==> src/rtl/lsu_mem_ctrl_pkg.sv <==
// lsu_mem_ctrl_pkg: size encodings, controller states and request legality check.
package lsu_mem_ctrl_pkg;
  localparam logic [1:0] SZ_BYTE = 2'b00;
  localparam logic [1:0] SZ_HALF = 2'b01;
  localparam logic [1:0] SZ_WORD = 2'b10;

  typedef enum logic [2:0] {IDLE, ACCESS, WAIT, WRITE, RESP} state_e;

  function automatic logic bad_req(input logic [1:0] size, input logic [1:0] off);
    return size == 2'b11 || (size == SZ_HALF && off[0]) || (size == SZ_WORD && off != 2'b00);
  endfunction
endpackage

==> src/rtl/lsu_lane_align.sv <==
// lsu_lane_align: little-endian lane extraction/extension for loads and lane merge for sub-word stores.
module lsu_lane_align
  import lsu_mem_ctrl_pkg::*;
#(
  parameter int WIDTH = 32
) (
  input  logic [1:0]       off_i,
  input  logic [1:0]       size_i,
  input  logic             uns_i,
  input  logic [WIDTH-1:0] rdata_i,
  input  logic [WIDTH-1:0] wdata_i,
  output logic [WIDTH-1:0] load_o,
  output logic [WIDTH-1:0] store_o
);
  logic [4:0]       sh_amt;
  logic [WIDTH-1:0] sh, mask;

  assign sh_amt = {off_i, 3'b000};
  assign sh     = rdata_i >> sh_amt;
  assign mask   = size_i == SZ_BYTE ? WIDTH'(8'hFF) : size_i == SZ_HALF ? WIDTH'(16'hFFFF) : '1;
  assign load_o = size_i == SZ_BYTE ? {{(WIDTH-8){~uns_i & sh[7]}}, sh[7:0]} :
                  size_i == SZ_HALF ? {{(WIDTH-16){~uns_i & sh[15]}}, sh[15:0]} : sh;
  assign store_o = (rdata_i & ~(mask << sh_amt)) | ((wdata_i & mask) << sh_amt);
endmodule

==> src/rtl/lsu_mem_ctrl.sv <==
// lsu_mem_ctrl: turns byte/half/word load-store requests into aligned word accesses
// on a single-port BRAM with one-cycle read latency (read-modify-write for sub-word stores).
module lsu_mem_ctrl
  import lsu_mem_ctrl_pkg::*;
#(
  parameter int WIDTH = 32
) (
  input  logic             clk,
  input  logic             rst_n,
  input  logic             req_valid,
  output logic             req_ready,
  input  logic             req_we,
  input  logic [1:0]       req_size,
  input  logic             req_unsigned,
  input  logic [WIDTH-1:0] req_addr,
  input  logic [WIDTH-1:0] req_wdata,
  output logic             resp_valid,
  output logic [WIDTH-1:0] resp_rdata,
  output logic             resp_err,
  output logic [WIDTH-1:0] mem_addr,
  output logic [WIDTH-1:0] mem_wdata,
  output logic             mem_we,
  input  logic [WIDTH-1:0] mem_rdata
);
  state_e           state_q, state_d;
  logic [WIDTH-1:0] addr_q, addr_d, data_q, data_d, ld_data, st_data;
  logic [1:0]       size_q, size_d;
  logic             we_q, we_d, uns_q, uns_d, err_q, err_d, bad, word_st;

  lsu_lane_align #(.WIDTH(WIDTH)) u_align (
    .off_i  (addr_q[1:0]),
    .size_i (size_q),
    .uns_i  (uns_q),
    .rdata_i(mem_rdata),
    .wdata_i(data_q),
    .load_o (ld_data),
    .store_o(st_data)
  );

  assign bad     = bad_req(req_size, req_addr[1:0]);
  assign word_st = we_q && size_q == SZ_WORD;

  always_ff @(posedge clk or negedge rst_n) begin
    if (!rst_n) begin
      state_q <= IDLE;
      addr_q  <= '0;
      data_q  <= '0;
      size_q  <= '0;
      we_q    <= 1'b0;
      uns_q   <= 1'b0;
      err_q   <= 1'b0;
    end else begin
      state_q <= state_d;
      addr_q  <= addr_d;
      data_q  <= data_d;
      size_q  <= size_d;
      we_q    <= we_d;
      uns_q   <= uns_d;
      err_q   <= err_d;
    end
  end

  // data_q holds store data, then the merged word (stores) or the extended result (loads)
  always_comb begin
    state_d = state_q;
    addr_d  = addr_q;
    data_d  = data_q;
    size_d  = size_q;
    we_d    = we_q;
    uns_d   = uns_q;
    err_d   = err_q;
    case (state_q)
      IDLE: if (req_valid) begin
        addr_d  = req_addr;
        data_d  = req_wdata;
        size_d  = req_size;
        we_d    = req_we;
        uns_d   = req_unsigned;
        err_d   = bad;
        state_d = bad ? RESP : ACCESS;
      end
      ACCESS: state_d = word_st ? RESP : WAIT;
      WAIT: begin
        data_d  = we_q ? st_data : ld_data;
        state_d = we_q ? WRITE : RESP;
      end
      WRITE:   state_d = RESP;
      default: state_d = IDLE;
    endcase
  end

  assign req_ready  = state_q == IDLE;
  assign resp_valid = state_q == RESP;
  assign resp_err   = resp_valid && err_q;
  assign resp_rdata = resp_valid && !we_q && !err_q ? data_q : '0;
  assign mem_we     = (state_q == ACCESS && word_st) || state_q == WRITE;
  assign mem_addr   = {2'b00, addr_q[WIDTH-1:2]};
  assign mem_wdata  = data_q;
endmodule

==> config.mk <==
export PLATFORM = sky130hd
export DESIGN_NAME = lsu_mem_ctrl
export DESIGN_NICKNAME = d
export VERILOG_FILES = /design/src/rtl/lsu_mem_ctrl_pkg.sv /design/src/rtl/lsu_lane_align.sv /design/src/rtl/lsu_mem_ctrl.sv
export SDC_FILE = /design/constraint.sdc
export NUM_CORES = 1
export LEC_CHECK = 0
export CELL_PAD_IN_SITES_DETAIL_PLACEMENT = 1
export CELL_PAD_IN_SITES_GLOBAL_PLACEMENT = 2
export CORE_ASPECT_RATIO = 1.75
export CORE_MARGIN = 5
export CORE_UTILIZATION = 24
export DETAILED_ROUTE_END_ITERATION = 10
export PLACE_DENSITY_LB_ADDON = 0.1
export SYNTH_ARGS = -nofsm -noshare
export SYNTH_HDL_FRONTEND = slang
export SYNTH_SLANG_ARGS = --single-unit
==> constraint.sdc <==
create_clock -name clk -period 1.85 [get_ports clk]
set_input_delay 0.37 -clock clk [delete_from_list [all_inputs] [get_ports clk]]
set_output_delay 0.37 -clock clk [all_outputs]
set_load 0.005 [all_outputs]
==> flow_metrics.env, run 1 <==
export IMPL_status="complete, but fails checks"
export IMPL_violations="setup timing"
export IMPL_area_delta_synth_final_pct=78.0
export IMPL_start_kind="flop"
export IMPL_max_slew_margin_pct=56.4
export IMPL_finalClockSkew_ns=0.0101
export IMPL_path_buf_inv=4
export IMPL_cp_top_family="simple AND/OR/NAND/NOR gates"
export IMPL_io_buffers=200
export IMPL_setup_violations=97
export IMPL_grt_pass1_vias=6714
export IMPL_drt_first_pass_iters=4
export IMPL_layout_setup_ws_ns=-0.347
export IMPL_async_flop_share_pct=100
export IMPL_max_freq_mhz=455
export IMPL_tightest_slew_ns=0.648
export IMPL_clkLatencyLatePin_ns=0.35
export IMPL_cts_tree="yes"
export IMPL_synth_edf_count=0
export IMPL_cts_root_buffer="clkbuf_16"
export IMPL_dp_cells=1125
export IMPL_power_mw=16.4
export IMPL_p_per_area_nw_per_um2=1690
export IMPL_drc_errors=0
export IMPL_crit_path_max_fanout=7
export IMPL_final_layout_size_suffix_gt1_share_pct=39.4
export IMPL_holdWs_ns=0.00129
export IMPL_row_count=73
export IMPL_cts_buffers=9
export IMPL_crit_required_ns=1.48
export IMPL_pre_cts_ws_ns=-0.459
export IMPL_crit_path_frequent_cell="buf_6"
export IMPL_start_util_pct=24.1
export IMPL_grtUsageTotal_pct=22.2
export IMPL_cp_arrival_ns=1.83
export IMPL_netlist_area_leader_share_pct=33.1
export IMPL_startpoint="state_q[0]$_DFFE_PN0P_"
export IMPL_num_antenna_cells=0
export IMPL_coreArea_sq_um=22600
export IMPL_wl_um=29000
export IMPL_mostFrequentLayoutCells="clkdlybuf4s50_1 (163), buf_4 (112), dfrtp_1 (69)"
export IMPL_rsz0062_at_grt="yes"
export IMPL_cts_hold_buf=0
export IMPL_vias=6015
export IMPL_period_minus_slack_ns=2.20
export IMPL_irDropWorstVdd_mv=0.700
export IMPL_syn_area_sq_um=5440
export IMPL_die_w_um=124
export IMPL_path_clk_slew_ns=0.07
export IMPL_drtAntennaViolNets=0
export IMPL_vias_per_cell=5.11
export IMPL_crit_type="flop to primary output"
export IMPL_htreeDepth=3
export IMPL_synth_main_ff_cell="dfrtp_1"
export IMPL_grt_pass1_wl_um=42600
export IMPL_yosysWarnings=0
export IMPL_synthTopCellsByArea="dfrtp_1 (33%), mux2_2 (8.3%), buf_4 (5.4%), o21ai_0 (4.0%), mux2i_1 (3.9%)"
export IMPL_finalCritPeriodShare_pct=119
export IMPL_antenna_found_initial=0
export IMPL_syn_avg_cell_area_sq_um=9.21
export IMPL_yosysSeqAreaShare_pct=33.1
export IMPL_hpwlAfterDp_um=21800
export IMPL_yosysTopAreaCell="dfrtp_1"
export IMPL_crit_slowest_cell="dfrtp_1"
export IMPL_critPathCaptureType="primary output"
export IMPL_dieHeight_um=209
export IMPL_synth_distinct_cells=60
export IMPL_crit_path_max_incr_delay_ns=0.41
export IMPL_drt_iter0_markers=313
export IMPL_overflow=0
export IMPL_hold_violations=0
export IMPL_leakage_nw=4.09
export IMPL_worstHoldPathType="primary input to asynchronous set/reset pin"
export IMPL_ios=203
export IMPL_r2r_slack_ns=-0.32
export IMPL_nNetsFinal=976
export IMPL_final_util_pct=43.0
export IMPL_cts_sinks=72
export IMPL_r2r_start="state_q[0]$_DFFE_PN0P_"
export IMPL_grt_max_degree=38
export IMPL_slew_viol_final=0
export IMPL_path_cells="nor2_2 -> nand2_2 -> nor3_4 -> buf_12 -> buf_8 -> buf_6 -> and2_4 -> buf_6"
export IMPL_dieArea_sq_um=25900
export IMPL_avgRoutedWirePerCell_um=24.6
export IMPL_drv_cap=0
export IMPL_ys_seq_elements=72
export IMPL_finalNonFillerCells=1178
export IMPL_mostFrequentLayoutCell="clkdlybuf4s50_1"
export IMPL_cts_buffer_depth=2
export IMPL_gp_congestion=0.881
export IMPL_syn_instance_count=591
## cell type report
class | instances | area, sq um
Fill cell | 2536 | 12900
Timing Repair Buffer | 356 | 3590
Multi-Input combinational cell | 414 | 3560
Sequential cell | 72 | 1810
Tap cell | 300 | 375
Clock buffer | 12 | 246
Inverter | 20 | 75.1
Clock inverter | 4 | 30.0
## cell usage after synthesis (2+ instances only)
library cell  count
a31oi_1          24
a2bb2oi_1         3
a311oi_1          7
buf_4            39
a21oi_1          14
o211ai_1          9
nand2_1          49
o211a_1           2
nor2b_1          20
nor3_1            9
o32a_1            7
nand2b_1          3
and2_1           33
a32oi_1          13
clkbuf_1         19
a211oi_1          3
or2_2             2
buf_2            21
mux4_2            7
dfrtp_1          72
o21ai_0          44
o32ai_1           9
buf_6             4
inv_1            20
buf_1             3
o2bb2ai_1        15
nand3_1           3
mux2_2           40
mux2i_1          21
nor2_1           25
a211o_1           9
a221o_1           7
a221oi_1          8
## final timing paths
path,cells after the start,to
setup / recovery,8,resp_rdata[25]
hold / removal,1,state_q[0]$_DFFE_PN0P_
setup reg to reg,11,uns_q$_DFFE_PN0P_
hold reg to reg,1,addr_q[28]$_DFFE_PN0P_
max in group asynchronous,2,mem_wdata[14]$_DFFE_PN0P_
min in group clk,1,addr_q[28]$_DFFE_PN0P_
## power by group
part           switching, mW  leakage, nW  total (mW)  internal, mW
clock                  0.751        0.133        1.70         0.950
sequential             0.937        0.845        3.33          2.39
combinational           5.08         3.11        11.4          6.30
total                   6.77         4.09        16.4          9.64
## worst reg2reg max path, cell delays in order (launching register included)
cell and delay [ns]:
dfrtp_1 0.41, buf_4 0.14, buf_4 0.12, buf_6 0.12, buf_6 0.12, or2_4 0.25
nor3_4 0.12, buf_6 0.14, buf_4 0.11, buf_6 0.10, buf_8 0.12, mux2_4 0.30
## registers in the layout (all words and copies together), names as in the netlist
name and count:
addr_q 32, err_q 1, mem_wdata 32, we_q 1, size_q 2, uns_q 1, state_q 3
## per-stage QoR
step           setup TNS [ns]  area, sq um
2_1_floorplan               0         5450
3_3_place_gp           -19.88         8370
3_5_place_dp           -23.72         8370
4_1_cts                -17.61         9390
5_1_grt                -29.77         9690
6_report               -22.56         9690
## cell families after synthesis
group,synth area share (%)
AOI/OAI and AO/OA,25.9
and+or+nand+nor,14.7
other,0.0689
DFF,33.1
muxes,15.0
xor gates and xnor gates,0.161
buffers and inverters,11.0
## repair_timing
| item | CTS | global route |
|---|---|---|
| buffers inserted | 21 | 13 |
| pin swaps | 22 | 24 |
| gates resized for setup | 294 | 61 |
| setup endpoints to repair | 93 | 104 |
| gates cloned | 6 | 2 |
## layer usage
| layer | vias to the layer above | part of all wire [%] | GRT usage (%) |
|---|---|---|---|
| met1 | 3008 | 35 | 23.6 |
| met3 | 44 | 5.2 | 3.14 |
| met5 | - | 0 | 0 |
| li1 | 2726 | - | - |
| met2 | 237 | 56 | 42.2 |
| met4 | 0 | 3.9 | 9.10 |
Power figures use the tool's default switching activity.
==> run 2, diff against run 1 <==
- SKIP_CTS_REPAIR_TIMING: default -> 1
==> run 2 against run 1 <==
  * The flow still finishes with violations (setup timing)
  * Critical endpoint is now resp_rdata[17]
  * First-iteration DRC count down 0.64%
  * Die area did not move
  * Sequential power barely moved
  * Combinational power fell by 6%
  * Largest power group unchanged
==> flow_metrics.env, run 2 (synthesized netlist as in run 1, its figures left out) <==
export IMPL_cts_root_buffer="clkbuf_16"
export IMPL_hpwlAfterDp_um=21800
export IMPL_grtUsageTotal_pct=20.6
export IMPL_ios=203
export IMPL_crit_path_max_fanout=5
export IMPL_area_delta_synth_final_pct=71.9
export IMPL_drt_first_pass_iters=4
export IMPL_rsz0062_at_grt="yes"
export IMPL_period_minus_slack_ns=2.34
export IMPL_hold_violations=0
export IMPL_nNetsFinal=965
export IMPL_pwr_share_seq_pct=21.2
export IMPL_worstHoldPathType="primary input to asynchronous set/reset pin"
export IMPL_p_sw_share_pct=41.3
export IMPL_mostFrequentLayoutCell="clkdlybuf4s50_1"
export IMPL_coreArea_sq_um=22600
export IMPL_r2r_slack_ns=-0.10
export IMPL_p_int_mw=9.21
export IMPL_start_util_pct=24.1
export IMPL_drtAntennaViolNets=0
export IMPL_vias_per_cell=5.10
export IMPL_setup_violations=81
export IMPL_dieHeight_um=209
export IMPL_slew_viol_final=0
export IMPL_final_layout_size_suffix_gt1_share_pct=36.1
export IMPL_path_clk_slew_ns=0.06
export IMPL_grt_pass1_wl_um=39800
export IMPL_stdcell_area_sq_um=9360
export IMPL_num_antenna_cells=0
export IMPL_cts_tree="yes"
export IMPL_path_cells="nor2_4 -> nand2_2 -> nor3_4 -> buf_12 -> buf_8 -> buf_6 -> clkbuf_16 -> and2_4 -> buf_6"
export IMPL_crit_required_ns=1.48
export IMPL_crit_path_frequent_cell="buf_6"
export IMPL_gp_congestion=0.881
export IMPL_crit_slowest_cell="dfrtp_2"
export IMPL_layout_setup_ws_ns=-0.491
export IMPL_place_area_sq_um=8370
export IMPL_drc_errors=0
export IMPL_start_kind="flop"
export IMPL_irDropWorstVdd_mv=0.708
export IMPL_die_w_um=124
export IMPL_drt_iter0_markers=311
export IMPL_p_comb_share_pct=68.0
export IMPL_io_buffers=200
export IMPL_finalCritPeriodShare_pct=127
export IMPL_overflow=0
export IMPL_pwr_share_clk_pct=10.8
export IMPL_status="complete, but fails checks"
export IMPL_cts_sinks=72
export IMPL_mostFrequentLayoutCells="clkdlybuf4s50_1 (164), buf_4 (108), dfrtp_1 (68)"
export IMPL_clkLatencyLatePin_ns=0.35
export IMPL_switchingPower_mw=6.48
export IMPL_max_slew_margin_pct=65.5
export IMPL_grt_max_degree=38
export IMPL_p_per_area_nw_per_um2=1680
export IMPL_finalClockSkew_ns=0.0138
export IMPL_cts_buffer_depth=2
export IMPL_vias=5947
export IMPL_row_count=73
export IMPL_avgRoutedWirePerCell_um=24.3
export IMPL_crit_path_max_incr_delay_ns=0.46
export IMPL_tightest_slew_ns=0.518
export IMPL_violations="setup timing"
export IMPL_grt_pass1_vias=6505
export IMPL_antenna_found_initial=0
export IMPL_crit_type="flop to primary output"
export IMPL_htreeDepth=3
export IMPL_wl_um=28300
export IMPL_critPathCaptureType="primary output"
export IMPL_cp_arrival_ns=1.97
export IMPL_power_mw=15.7
export IMPL_dieArea_sq_um=25900
export IMPL_max_freq_mhz=427
export IMPL_drv_cap=0
export IMPL_cts_buffers=9
export IMPL_leakage_nw=3.86
-- run 2: cell types whose count changed in the layout (fill, tap and decap cells not counted), moves of 7 or more --
cell,previous run,this run
mux2_2,4,38
mux2_4,36,2
buf_2,9,1
clkbuf_2,0,7
nand2_1,41,48
nand2_2,8,1
-- run 2: path summary, 6_finish.rpt --
path,startpoint,to,depth (start not counted)
worst max-delay path,state_q[1]$_DFFE_PN0P_,resp_rdata[17],9
worst min-delay path,rst_n,addr_q[2]$_DFFE_PN0P_,1
worst max register to register,we_q$_DFFE_PN0P_,mem_wdata[26]$_DFFE_PN0P_,7
worst min register to register,addr_q[20]$_DFFE_PN0P_,addr_q[20]$_DFFE_PN0P_,1
max in group asynchronous,rst_n,mem_wdata[30]$_DFFE_PN0P_,2
min in group clk,addr_q[20]$_DFFE_PN0P_,addr_q[20]$_DFFE_PN0P_,1
-- run 2: worst max-delay path, delay by kind of cell, from the launching register on --
family	cells	cell delay [ns]
buffers and inverters	5	0.58
and+or+nand+nor	4	0.58
DFF	1	0.46
-- run 2: power by group through the flow --
stage / Combinational (mW) / Sequential [mW] / Clock, mW
2_1_floorplan: 5.01 / 2.97 / 0
3_3_place_gp: 9.30 / 3.28 / 0
3_5_place_dp: 9.43 / 3.32 / 0
4_1_cts: 9.47 / 3.31 / 1.75
5_1_grt: 11.4 / 3.46 / 1.81
6_report: 10.7 / 3.33 / 1.69
-- run 2: final cells by class --
cell class	count	area, sq um
clock buffers	12	246
fillers	2583	13200
flip-flops and latches	72	1810
well taps	300	375
repair buffers	345	3490
multi-input cells	414	3330
inverters	20	75.1
clock inverters	4	30.0
-- run 2: layer usage --
layer / global-route usage, % / vias to the layer above / wire length, um
met2: 38.4 / 219 / 15700
met5: 0 / - / 0
met3: 3.20 / 47 / 1350
met1: 21.9 / 2976 / 10100
met4: 9.41 / 0 / 1200
li1: - / 2705 / -
-- run 2: per-stage QoR --
step	util, %	setup TNS [ns]	setup WS [ns]	cells	hold WS (ns)
floorplan	-	0	0.0396	592	0.0744
global placement	37.1	-19.88	-0.399	1125	0.368
detailed placement	37.1	-23.72	-0.459	1125	0.387
CTS	38.3	-28.87	-0.721	1141	0.0117
global route	41.5	-22.67	-0.577	1167	0.0359
finish	41.5	-16.73	-0.491	1167	0.00279
